File: src/rtl/beep_req_arbiter_pkg.sv
// Shared types, widths and default pattern tables for the beeper arbiter.
package beep_req_arbiter_pkg;

  localparam int unsigned MS_W      = 16;
  localparam int unsigned REP_W     = 4;
  localparam int unsigned N_REQ_DEF = 3;

  typedef enum logic [1:0] {
    S_IDLE = 2'd0,
    S_ON   = 2'd1,
    S_OFF  = 2'd2
  } state_t;

  // Channel 0 sits in the LSBs: ch0 = error, ch1 = alarm, ch2 = key click.
  localparam logic [N_REQ_DEF*MS_W-1:0]  ON_MS_DEF  = {16'd50, 16'd500, 16'd100};
  localparam logic [N_REQ_DEF*MS_W-1:0]  OFF_MS_DEF = {16'd50, 16'd250, 16'd100};
  localparam logic [N_REQ_DEF*REP_W-1:0] REPS_DEF   = {4'd1, 4'd2, 4'd3};

  // Last ms index of a phase; a zero-length phase is stretched to 1 ms.
  function automatic logic [MS_W-1:0] ms_last(input logic [MS_W-1:0] ms);
    return (ms == '0) ? '0 : ms - MS_W'(1);
  endfunction

  // Effective repetition count; zero plays the pattern once.
  function automatic logic [REP_W-1:0] rep_count(input logic [REP_W-1:0] r);
    return (r == '0) ? REP_W'(1) : r;
  endfunction

endpackage

File: src/rtl/beep_req_arbiter_if.sv
// Request/status bundle between the event logic and the beeper arbiter.
interface beep_req_arbiter_if
  import beep_req_arbiter_pkg::*;
#(
  parameter int unsigned N_REQ = N_REQ_DEF
);
  logic [N_REQ-1:0] req;
  logic             beep;
  logic             busy;
  logic [N_REQ-1:0] grant;
  logic             done;
  logic             aborted;

  modport master (output req, input beep, busy, grant, done, aborted);
  modport slave  (input req, output beep, busy, grant, done, aborted);
endinterface

File: src/rtl/beep_req_arbiter_ms_tick.sv
// Millisecond prescaler: counts 0..CNT_1MS-1 and flags the wrap cycle.
module beep_req_arbiter_ms_tick #(
  parameter int unsigned CNT_1MS = 50000
) (
  input  logic sys_clk,
  input  logic sys_rst,
  input  logic clr,
  output logic tick_c
);
  localparam int unsigned PW = (CNT_1MS > 1) ? $clog2(CNT_1MS) : 1;

  logic [PW-1:0] presc;

  assign tick_c = (presc == PW'(CNT_1MS - 1));

  // Free-running prescaler, held at zero while clr is asserted.
  always_ff @(posedge sys_clk) begin
    if (sys_rst || clr) begin
      presc <= '0;
    end else if (tick_c) begin
      presc <= '0;
    end else begin
      presc <= presc + PW'(1);
    end
  end
endmodule

File: src/rtl/beep_req_arbiter.sv
// Fixed-priority arbiter sharing one beeper between N_REQ pattern sources.
// Optional feature macro: BEEP_PREEMPT_EN (higher-priority request aborts
// the pattern in service; without it every pattern runs to completion).
module beep_req_arbiter
  import beep_req_arbiter_pkg::*;
#(
  parameter int unsigned               CNT_1MS    = 50000,
  parameter int unsigned               N_REQ      = N_REQ_DEF,
  parameter logic [N_REQ*MS_W-1:0]     ON_MS_TBL  = ON_MS_DEF,
  parameter logic [N_REQ*MS_W-1:0]     OFF_MS_TBL = OFF_MS_DEF,
  parameter logic [N_REQ*REP_W-1:0]    REPS_TBL   = REPS_DEF
) (
  input logic               sys_clk,
  input logic               sys_rst,
  beep_req_arbiter_if.slave bus
);
  localparam int unsigned IDX_W = (N_REQ > 1) ? $clog2(N_REQ) : 1;

  state_t             state;
  logic [N_REQ-1:0]   pending;
  logic [N_REQ-1:0]   grant_q;
  logic [N_REQ-1:0]   pick_oh_c;
  logic [IDX_W-1:0]   pick_idx_c;
  logic [IDX_W-1:0]   cur_idx;
  logic [MS_W-1:0]    ms_cnt;
  logic [MS_W-1:0]    on_last_c;
  logic [MS_W-1:0]    off_last_c;
  logic [REP_W-1:0]   rep;
  logic [REP_W-1:0]   reps_c;
  logic               last_rep_c;
  logic               beep_q;
  logic               busy_q;
  logic               done_q;
  logic               tick_c;
  logic               ms_clr_c;
  logic               preempt_c;

  assign ms_clr_c = (state == S_IDLE);

  beep_req_arbiter_ms_tick #(
    .CNT_1MS (CNT_1MS)
  ) u_ms_tick (
    .sys_clk (sys_clk),
    .sys_rst (sys_rst),
    .clr     (ms_clr_c),
    .tick_c  (tick_c)
  );

  // Lowest-index pending request wins.
  always_comb begin
    pick_idx_c = '0;
    pick_oh_c  = '0;
    for (int i = N_REQ - 1; i >= 0; i--) begin
      if (pending[i]) begin
        pick_idx_c = IDX_W'(i);
        pick_oh_c  = N_REQ'(1) << i;
      end
    end
  end

  // Pattern parameters of the channel in service.
  always_comb begin
    on_last_c  = '0;
    off_last_c = '0;
    reps_c     = REP_W'(1);
    for (int i = 0; i < N_REQ; i++) begin
      if (cur_idx == IDX_W'(i)) begin
        on_last_c  = ms_last(ON_MS_TBL[i*MS_W +: MS_W]);
        off_last_c = ms_last(OFF_MS_TBL[i*MS_W +: MS_W]);
        reps_c     = rep_count(REPS_TBL[i*REP_W +: REP_W]);
      end
    end
  end

  assign last_rep_c = ((REP_W+1)'(rep) + (REP_W+1)'(1)) >= (REP_W+1)'(reps_c);

`ifdef BEEP_PREEMPT_EN
  logic aborted_q;

  // A pending request of higher priority than the one in service.
  always_comb begin
    preempt_c = 1'b0;
    for (int i = 0; i < N_REQ; i++) begin
      if ((IDX_W'(i) < cur_idx) && pending[i]) begin
        preempt_c = 1'b1;
      end
    end
    if (state == S_IDLE) begin
      preempt_c = 1'b0;
    end
  end

  // One-cycle abort pulse, coincident with the return to IDLE.
  always_ff @(posedge sys_clk) begin
    if (sys_rst) begin
      aborted_q <= 1'b0;
    end else begin
      aborted_q <= preempt_c;
    end
  end

  assign bus.aborted = aborted_q;
`else
  assign preempt_c   = 1'b0;
  assign bus.aborted = 1'b0;
`endif

  // Request latching, grant selection and ON/OFF pattern sequencing.
  always_ff @(posedge sys_clk) begin
    if (sys_rst) begin
      state   <= S_IDLE;
      pending <= '0;
      grant_q <= '0;
      cur_idx <= '0;
      ms_cnt  <= '0;
      rep     <= '0;
      beep_q  <= 1'b0;
      busy_q  <= 1'b0;
      done_q  <= 1'b0;
    end else begin
      done_q  <= 1'b0;
      pending <= pending | bus.req;
      case (state)
        S_IDLE: begin
          if (|pending) begin
            state   <= S_ON;
            cur_idx <= pick_idx_c;
            grant_q <= pick_oh_c;
            pending <= (pending & ~pick_oh_c) | bus.req;
            ms_cnt  <= '0;
            rep     <= '0;
            beep_q  <= 1'b1;
            busy_q  <= 1'b1;
          end
        end
        S_ON: begin
          if (preempt_c) begin
            state   <= S_IDLE;
            grant_q <= '0;
            beep_q  <= 1'b0;
            busy_q  <= 1'b0;
          end else if (tick_c) begin
            if (ms_cnt == on_last_c) begin
              state  <= S_OFF;
              beep_q <= 1'b0;
              ms_cnt <= '0;
            end else begin
              ms_cnt <= ms_cnt + MS_W'(1);
            end
          end
        end
        S_OFF: begin
          if (preempt_c) begin
            state   <= S_IDLE;
            grant_q <= '0;
            beep_q  <= 1'b0;
            busy_q  <= 1'b0;
          end else if (tick_c) begin
            if (ms_cnt == off_last_c) begin
              ms_cnt <= '0;
              if (!last_rep_c) begin
                state  <= S_ON;
                rep    <= rep + REP_W'(1);
                beep_q <= 1'b1;
              end else begin
                state   <= S_IDLE;
                grant_q <= '0;
                busy_q  <= 1'b0;
                done_q  <= 1'b1;
              end
            end else begin
              ms_cnt <= ms_cnt + MS_W'(1);
            end
          end
        end
        default: begin
          state   <= S_IDLE;
          grant_q <= '0;
          beep_q  <= 1'b0;
          busy_q  <= 1'b0;
        end
      endcase
    end
  end

  assign bus.beep  = beep_q;
  assign bus.busy  = busy_q;
  assign bus.grant = grant_q;
  assign bus.done  = done_q;

endmodule

File: src/flat_wrapper.sv
// flat-port wrapper written by rule: the top's interface ports become plain ports
module beep_req_arbiter_flat import beep_req_arbiter_pkg::*;
#(
  parameter int unsigned               CNT_1MS    = 50000,
  parameter int unsigned               N_REQ      = N_REQ_DEF,
  parameter logic [N_REQ*MS_W-1:0]     ON_MS_TBL  = ON_MS_DEF,
  parameter logic [N_REQ*MS_W-1:0]     OFF_MS_TBL = OFF_MS_DEF,
  parameter logic [N_REQ*REP_W-1:0]    REPS_TBL   = REPS_DEF
)
  (sys_clk, sys_rst, bus_req, bus_beep, bus_busy, bus_grant, bus_done, bus_aborted);
  beep_req_arbiter_if #(.N_REQ(N_REQ)) bus_i ();
  input logic sys_clk;
  input logic sys_rst;
  input wire logic [$bits(bus_i.req)-1:0] bus_req;
  output wire logic [$bits(bus_i.beep)-1:0] bus_beep;
  output wire logic [$bits(bus_i.busy)-1:0] bus_busy;
  output wire logic [$bits(bus_i.grant)-1:0] bus_grant;
  output wire logic [$bits(bus_i.done)-1:0] bus_done;
  output wire logic [$bits(bus_i.aborted)-1:0] bus_aborted;
  assign bus_i.req = bus_req;
  assign bus_beep = bus_i.beep;
  assign bus_busy = bus_i.busy;
  assign bus_grant = bus_i.grant;
  assign bus_done = bus_i.done;
  assign bus_aborted = bus_i.aborted;
  beep_req_arbiter #(.CNT_1MS(CNT_1MS), .N_REQ(N_REQ), .ON_MS_TBL(ON_MS_TBL), .OFF_MS_TBL(OFF_MS_TBL), .REPS_TBL(REPS_TBL)) u_core (.sys_clk(sys_clk), .sys_rst(sys_rst), .bus(bus_i));
endmodule
File: config.mk
export PLATFORM = sky130hd
export DESIGN_NAME = beep_req_arbiter_flat
export DESIGN_NICKNAME = d
export VERILOG_FILES = /design/src/rtl/beep_req_arbiter_pkg.sv /design/src/rtl/beep_req_arbiter_if.sv /design/src/rtl/beep_req_arbiter_ms_tick.sv /design/src/rtl/beep_req_arbiter.sv /design/src/flat_wrapper.sv
export SDC_FILE = /design/constraint.sdc
export NUM_CORES = 1
export LEC_CHECK = 0
export ABC_CLOCK_PERIOD_IN_PS = 3600
export CELL_PAD_IN_SITES_DETAIL_PLACEMENT = 1
export CELL_PAD_IN_SITES_GLOBAL_PLACEMENT = 2
export CORE_MARGIN = 3
export CORE_UTILIZATION = 33
export DETAILED_ROUTE_END_ITERATION = 7
export GPL_TIMING_DRIVEN = 0
export PLACE_DENSITY_LB_ADDON = 0.1
export SYNTH_ARGS = -nofsm -noshare
export SYNTH_HDL_FRONTEND = slang
export SYNTH_SLANG_ARGS = --single-unit
File: constraint.sdc
create_clock -name sys_clk -period 3.6 [get_ports sys_clk]
set_clock_uncertainty 0.15 [all_clocks]
set_input_delay 0.54 -clock sys_clk [delete_from_list [all_inputs] [get_ports sys_clk]]
set_output_delay 0.54 -clock sys_clk [all_outputs]
set_load 0.01 [all_outputs]
Word-level counts from Yosys, hierarchy flattened
Index checks and enable logic that the tools add are counted.

cells by class
  $add $sub $neg = 4
  multiply operators = 0
  divide/modulo/power cells = 0
  order comparisons = 1
  eq/ne operators = 14
  shift-type cells = 0
  muxes and demuxes = 51
  bitwise operators = 8
  reduce and logical (&&, ||, !) cells = 14

operators with widths
  cell                                            count
  two-way mux 16 bit                              9
  one-hot mux 16 bit (3 select lines)             1
  adder 16 x 1 -> 16 bit (second input constant)  2
  == test 16 bit                                  2
  two-way mux 3 bit                               9
  two-way mux 4 bit                               6
  two-way mux 2 bit                               9
  == test 16 bit (second input constant)          1
  AND reduction 5 bit                             3
  != test 2 x 1 -> 1 bit (second input constant)  6
  two-way mux 1 bit                               11
  one-hot mux 3 bit (3 select lines)              1
  one-hot mux 4 bit (2 select lines)              1
  two-way mux 7 bit                               1
  bitwise OR 3 bit                                2
  one-hot mux 1 bit (3 select lines)              2
  one-hot mux 2 bit (3 select lines)              1
  AND reduction 6 bit                             1
  adder 4 x 1 -> 5 bit (second input constant)    1
  >= comparator 5 x 4 -> 1 bit                    1
  adder 4 x 1 -> 4 bit (second input constant)    1
  == test 2 x 1 -> 1 bit (second input constant)  2
  == test 2 bit (second input constant)           2
  logical NOT 2 bit                               2
  12 further kinds                                15

storage, ports and cells
  bits in registers = 49
  latch bits = 0
  memory bits (writable) = 0
  memory bits (read-only) = 0
  input port bits = 5
  output and inout port bits = 7
  memories = 0

Logic depth before layout (Yosys ltp)
  depth in word-level cells = 9
  depth in mapped cells = 12
  gate-level depth less buffers = 11

Hierarchy
Synthesis repeated with hierarchy kept, for this count alone.

unflattened totals
  cells, all modules = 299
  area total of the unflattened synthesis = 2,568.7 sq um

modules (own cells, without submodules)
  module                    instances  cells each  area an instance (sq um)
  beep_req_arbiter          1          217         1,836.8
  beep_req_arbiter_ms_tick  1          82          732.0

Least setup slack after synthesis
No wires, ideal clock.

  path kind = register to register
  start = register u_core.ms_cnt[9]
  end = register u_core.grant_q[2], in the netlist u_core.bus.grant[2]
  library setup time = 66 ps
  data arrival time = 2,308 ps
  required time = 3,384 ps
  slack = 1,076 ps
  stages on the path, launching flop included = 8
  clock period less this slack = 2,524 ps
  path through = dfxtp_1 > or4_4 > nor4_4 > nand3_2 > nand3b_4 > a211o_4 > or3_1 > a21oi_2

between the ends
  word-level cells in the longest chain between the ends = 3

RTL lines
  item                              line                     source
  from (decl)                       beep_req_arbiter.sv:25   logic [MS_W-1:0] ms_cnt;
  from (signal assigned)            beep_req_arbiter.sv:148  ms_cnt <= ms_cnt + MS_W'(1);
  from (signal assigned)            beep_req_arbiter.sv:172  ms_cnt <= ms_cnt + MS_W'(1);
  == test 16 bit                    beep_req_arbiter.sv:159  if (ms_cnt == off_last_c) begin
  != test 2 x 1 -> 1 bit (no line)  n/a
  AND reduction 5 bit (no line)     n/a
  to (signal assigned)              beep_req_arbiter.sv:128  grant_q <= pick_oh_c;
  to (decl)                         beep_req_arbiter.sv:21   logic [N_REQ-1:0] grant_q;

Every way passes these cells.
A chain may end at the register's enable or synchronous reset.

Worst setup path in the final report
  start = register u_core.cur_idx[1]
  end = register u_core.ms_cnt[10]

between the ends
  word-level cells in the longest chain between the ends = 8

RTL lines
  item                                   line                                              source
  from (decl)                            beep_req_arbiter.sv:24                            logic [IDX_W-1:0] cur_idx;
  from (signal assigned)                 beep_req_arbiter.sv:127                           cur_idx <= pick_idx_c;
  logical NOT 2 bit                      beep_req_arbiter.sv:67                            if (cur_idx == IDX_W'(i)) begin
  two-way mux 7 bit                      beep_req_arbiter.sv:67
  two-way mux 16 bit (2 in a row)        beep_req_arbiter.sv:67
  == test 16 bit (on tied branches)      beep_req_arbiter.sv:159, beep_req_arbiter.sv:143
  two-way mux 16 bit (on tied branches)  beep_req_arbiter.sv:159, beep_req_arbiter.sv:143
  two-way mux 16 bit (on tied branches)  beep_req_arbiter.sv:158, beep_req_arbiter.sv:142
  one-hot mux 16 bit (3 select lines) *  beep_req_arbiter.sv:123                           case (state)

Every way passes the cells marked *; elsewhere a longest branch is shown, timed or not. The select of a mux whose other input is x is not followed.

==> flow_summary_export.csv <==
group,metric,value,unit
hold_path,min_delay_path_depth,1,
grt,grt_first_pass_wirelength,11300,um
placement,portBuffers,9,
floorplan,num_rows,32,
grt,grt_max_degree,16,
timing,finalCritPeriodShare,83.3,%
route,wl_per_cell,15.1,um
floorplan,ios,12,
critical_path,rr_startpoint,"u_core.cur_idx[1]$_SDFFE_PP0P_",
floorplan,die-area,9170,um^2
yosys,synth_edf_count,0,
grt,grt-ovfl-total,0,
clock_tree,cts_tree,"built",
placement,dp_cells,424,
clock_tree,h-tree-depth,2,
yosys,synth.avg_cell_area,8.49,um^2
hold_path,holdCritStartpoint,"u_core.u_ms_tick.presc[0]$_SDFF_PP0_",
critical_path,critPathRequiredTime,3.66,ns
timing,maxSlewHeadroom,52.8,%
finish,final_cells,432,
clock_tree,clockRootBuffer,"clkbuf_8",
clock_tree,numCtsBuffers,5,
clock_tree,clk_latency,0.31,ns
yosys,synth-main-ff-cell,"dfxtp_1",
grt,track_usage,15.7,%
critical_path,r2r-end,"u_core.ms_cnt[10]$_SDFFE_PP0P_",
clock_tree,hold_buffers,0,
critical_path,endpoint_kind,"flip-flop",
timing,fmax,333,MHz
yosys,synthTopCellsByArea,"dfxtp_1 37%, ha_1 6.1%, nor2_1 5.1%",
route,vias_per_cell,5.10,
grt,first_global_vias,2256,
hold_path,hold_path_end,"u_core.u_ms_tick.presc[0]$_SDFF_PP0_",
yosys,synth_area_leader_cell,"dfxtp_1",
clock_tree,cts_resized,0,
timing,setup_violations,0,
critical_path,crit_path_max_fanout,9,
critical_path,path_class,"flip-flop to flip-flop",
timing,final.setup.tns,0,ns
placement,hpwl,4950,um
finish,fillers,948,
clock_tree,path_clk_slew,0.10,ns
yosys,post_synth_num_cell_types,55,
finish,syn_to_final_growth,11.4,%
floorplan,core,7770,um^2
clock_tree,post_cts_buffers,0,
status,status,"finished, final reports clean",
route,firstDrtPassIters,4,
yosys,synthArstFlopShare,0,%
timing,final_hold_viol_count,0,
route,drt_iter0_markers,75,
clock_tree,cts.sinks,49,
grt,antenna_found_initial,0,
floorplan,die_w,95.7,um
yosys,synth_seq_area_share,36.9,%
power_and_ir_drop,peakVddDrop,0.180,mV
critical_path,r2r_slack,0.60,ns
yosys,yosysWarningCount,0,
yosys,synth_area,2660,um^2
timing,post-route-min-period,3.00,ns
finish,layout_commonest_cell,"dfxtp_1",
placement,gp_congestion,0.757,
hold_path,hold_class,"flip-flop to flip-flop",
power_and_ir_drop,cellPowerDensity,464,nW/um^2
yosys,yosysTopAreaCellShare,36.9,%
power_and_ir_drop,p_leak,1.08,nW
finish,drive_gt1_share,7.58,%
yosys,synth-seq-cells,49,
finish,fin_nets,347,
floorplan,initial_utilization,34.2,%
flow_run,cap_violations,0,
timing,rsz0062_at_grt,"false",
timing,maxSlewViolCount,0,
critical_path,cp.arrival,3.06,ns
route,drc,0,
route,ant_nets,0,
clock_tree,cts.path.max_buffers,2,
yosys,synth_fp_nets,331,
critical_path,crit_path_start_kind,"flip-flop",
finish,antenna_cells,0,
yosys,synth_cells,313,
timing,worstMarginPinSlew,0.703,ns
critical_path,rr_worst_depth,10,
route,routed_wl,6530,um
finish,final_cell_mix,"49 x dfxtp_1, 36 x nor2_1, 25 x nand2_1",
route,num_vias,2205,
floorplan,die_h,95.7,um
registers in the layout, summed over array words and instances (netlist names):
name                    count
u_core.ms_cnt              16
u_core.u_ms_tick.presc     16
u_core.rep                  4
u_core.bus.grant            3
u_core.pending              3
u_core.cur_idx              2
u_core.state                2
u_core.bus.beep             1
u_core.bus.busy             1
u_core.bus.done             1
area by class of cell:
class	count	area, um^2	area share, %
Buffer	12	66.3	2.24
Clock buffer	5	68.8	2.32
Clock inverter	3	17.5	0.591
Inverter	15	56.3	1.90
Multi-Input combinational cell	237	1550	52.5
Sequential cell	49	981	33.1
Tap cell	102	128	4.31
Timing Repair Buffer	9	90.1	3.04
kinds of logic (layout without fill, tap and decap cells):
group | count (synthesis) | count (layout) | share of synthesized area, %
xor gates and xnor gates | 21 | 21 | 6.92
muxes | 5 | 5 | 1.88
DFF | 49 | 49 | 36.9
and+or+nand+nor | 135 | 135 | 27.3
buffers and inverters | 27 | 44 | 4.61
adders and majority gates | 13 | 13 | 6.12
AOI/OAI and AO/OA | 62 | 62 | 16.1
other | 1 | 1 | 0.141
critical path, cell delays in order, from the launching register on:
cell      delay, ns
dfxtp_1        0.39
inv_1          0.08
ha_1           0.17
clkbuf_2       0.16
o21bai_1       0.26
xor2_1         0.16
nand4_1        0.19
nand3_1        0.36
a21oi_2        0.49
nand2_1        0.14
o311ai_0       0.34
how the worst max path moves through the flow:
stage	startpoint	cells past startpoint	to	slack, ns
after global routing	u_core.cur_idx[1]$_SDFFE_PP0P_	10	u_core.ms_cnt[10]$_SDFFE_PP0P_	0.09
after detailed placement	u_core.cur_idx[1]$_SDFFE_PP0P_	10	u_core.ms_cnt[10]$_SDFFE_PP0P_	0.52
final	u_core.cur_idx[1]$_SDFFE_PP0P_	10	u_core.ms_cnt[10]$_SDFFE_PP0P_	0.60
after global placement	u_core.cur_idx[1]$_SDFFE_PP0P_	10	u_core.ms_cnt[10]$_SDFFE_PP0P_	0.54
after floorplan	u_core.ms_cnt[9]$_SDFFE_PP0P_	7	u_core.bus.grant[2]$_SDFFE_PP0P_	1.08
after CTS	u_core.cur_idx[1]$_SDFFE_PP0P_	10	u_core.ms_cnt[10]$_SDFFE_PP0P_	0.48
cells in the mapped netlist, drive strengths merged (8+ instances only):
cell and count:
and3 10, ha 13, xor2 12, dfxtp 49
nor3 9, inv 15, a21oi 16, xnor2 9
nand3 20, nor2 36, nand2 25, a211oi 8
o21ai 16
per-layer routing:
metal,GRT usage [%],vias to the layer above,share of wire [%]
met2,24.1,18,45
met3,3.13,6,2.2
met1,22.3,1041,52
met5,0,-,0
li1,-,1140,-
met4,4.62,0,1.1
stage by stage:
step | area (um^2) | total power, mW | hold slack, ns | util [%] | setup WS (ns)
after floorplan | 2660 | 0.922 | 0.268 | - | 1.08
after global placement | 2880 | 1.06 | 0.282 | 37.0 | 0.543
after detailed placement | 2880 | 1.06 | 0.287 | 37.0 | 0.516
after CTS | 2960 | 1.40 | 0.311 | 38.1 | 0.485
after global routing | 2960 | 1.48 | 0.333 | 38.1 | 0.0915
final | 2960 | 1.37 | 0.304 | 38.1 | 0.600
where the power goes:
part           internal (mW)  switching, mW  leakage (nW)
clock network          0.135          0.198        0.0439
registers              0.574         0.0256         0.397
logic                  0.170          0.272         0.636
total                  0.879          0.495          1.08
Note: power is estimated with default switching activity, not from simulation.
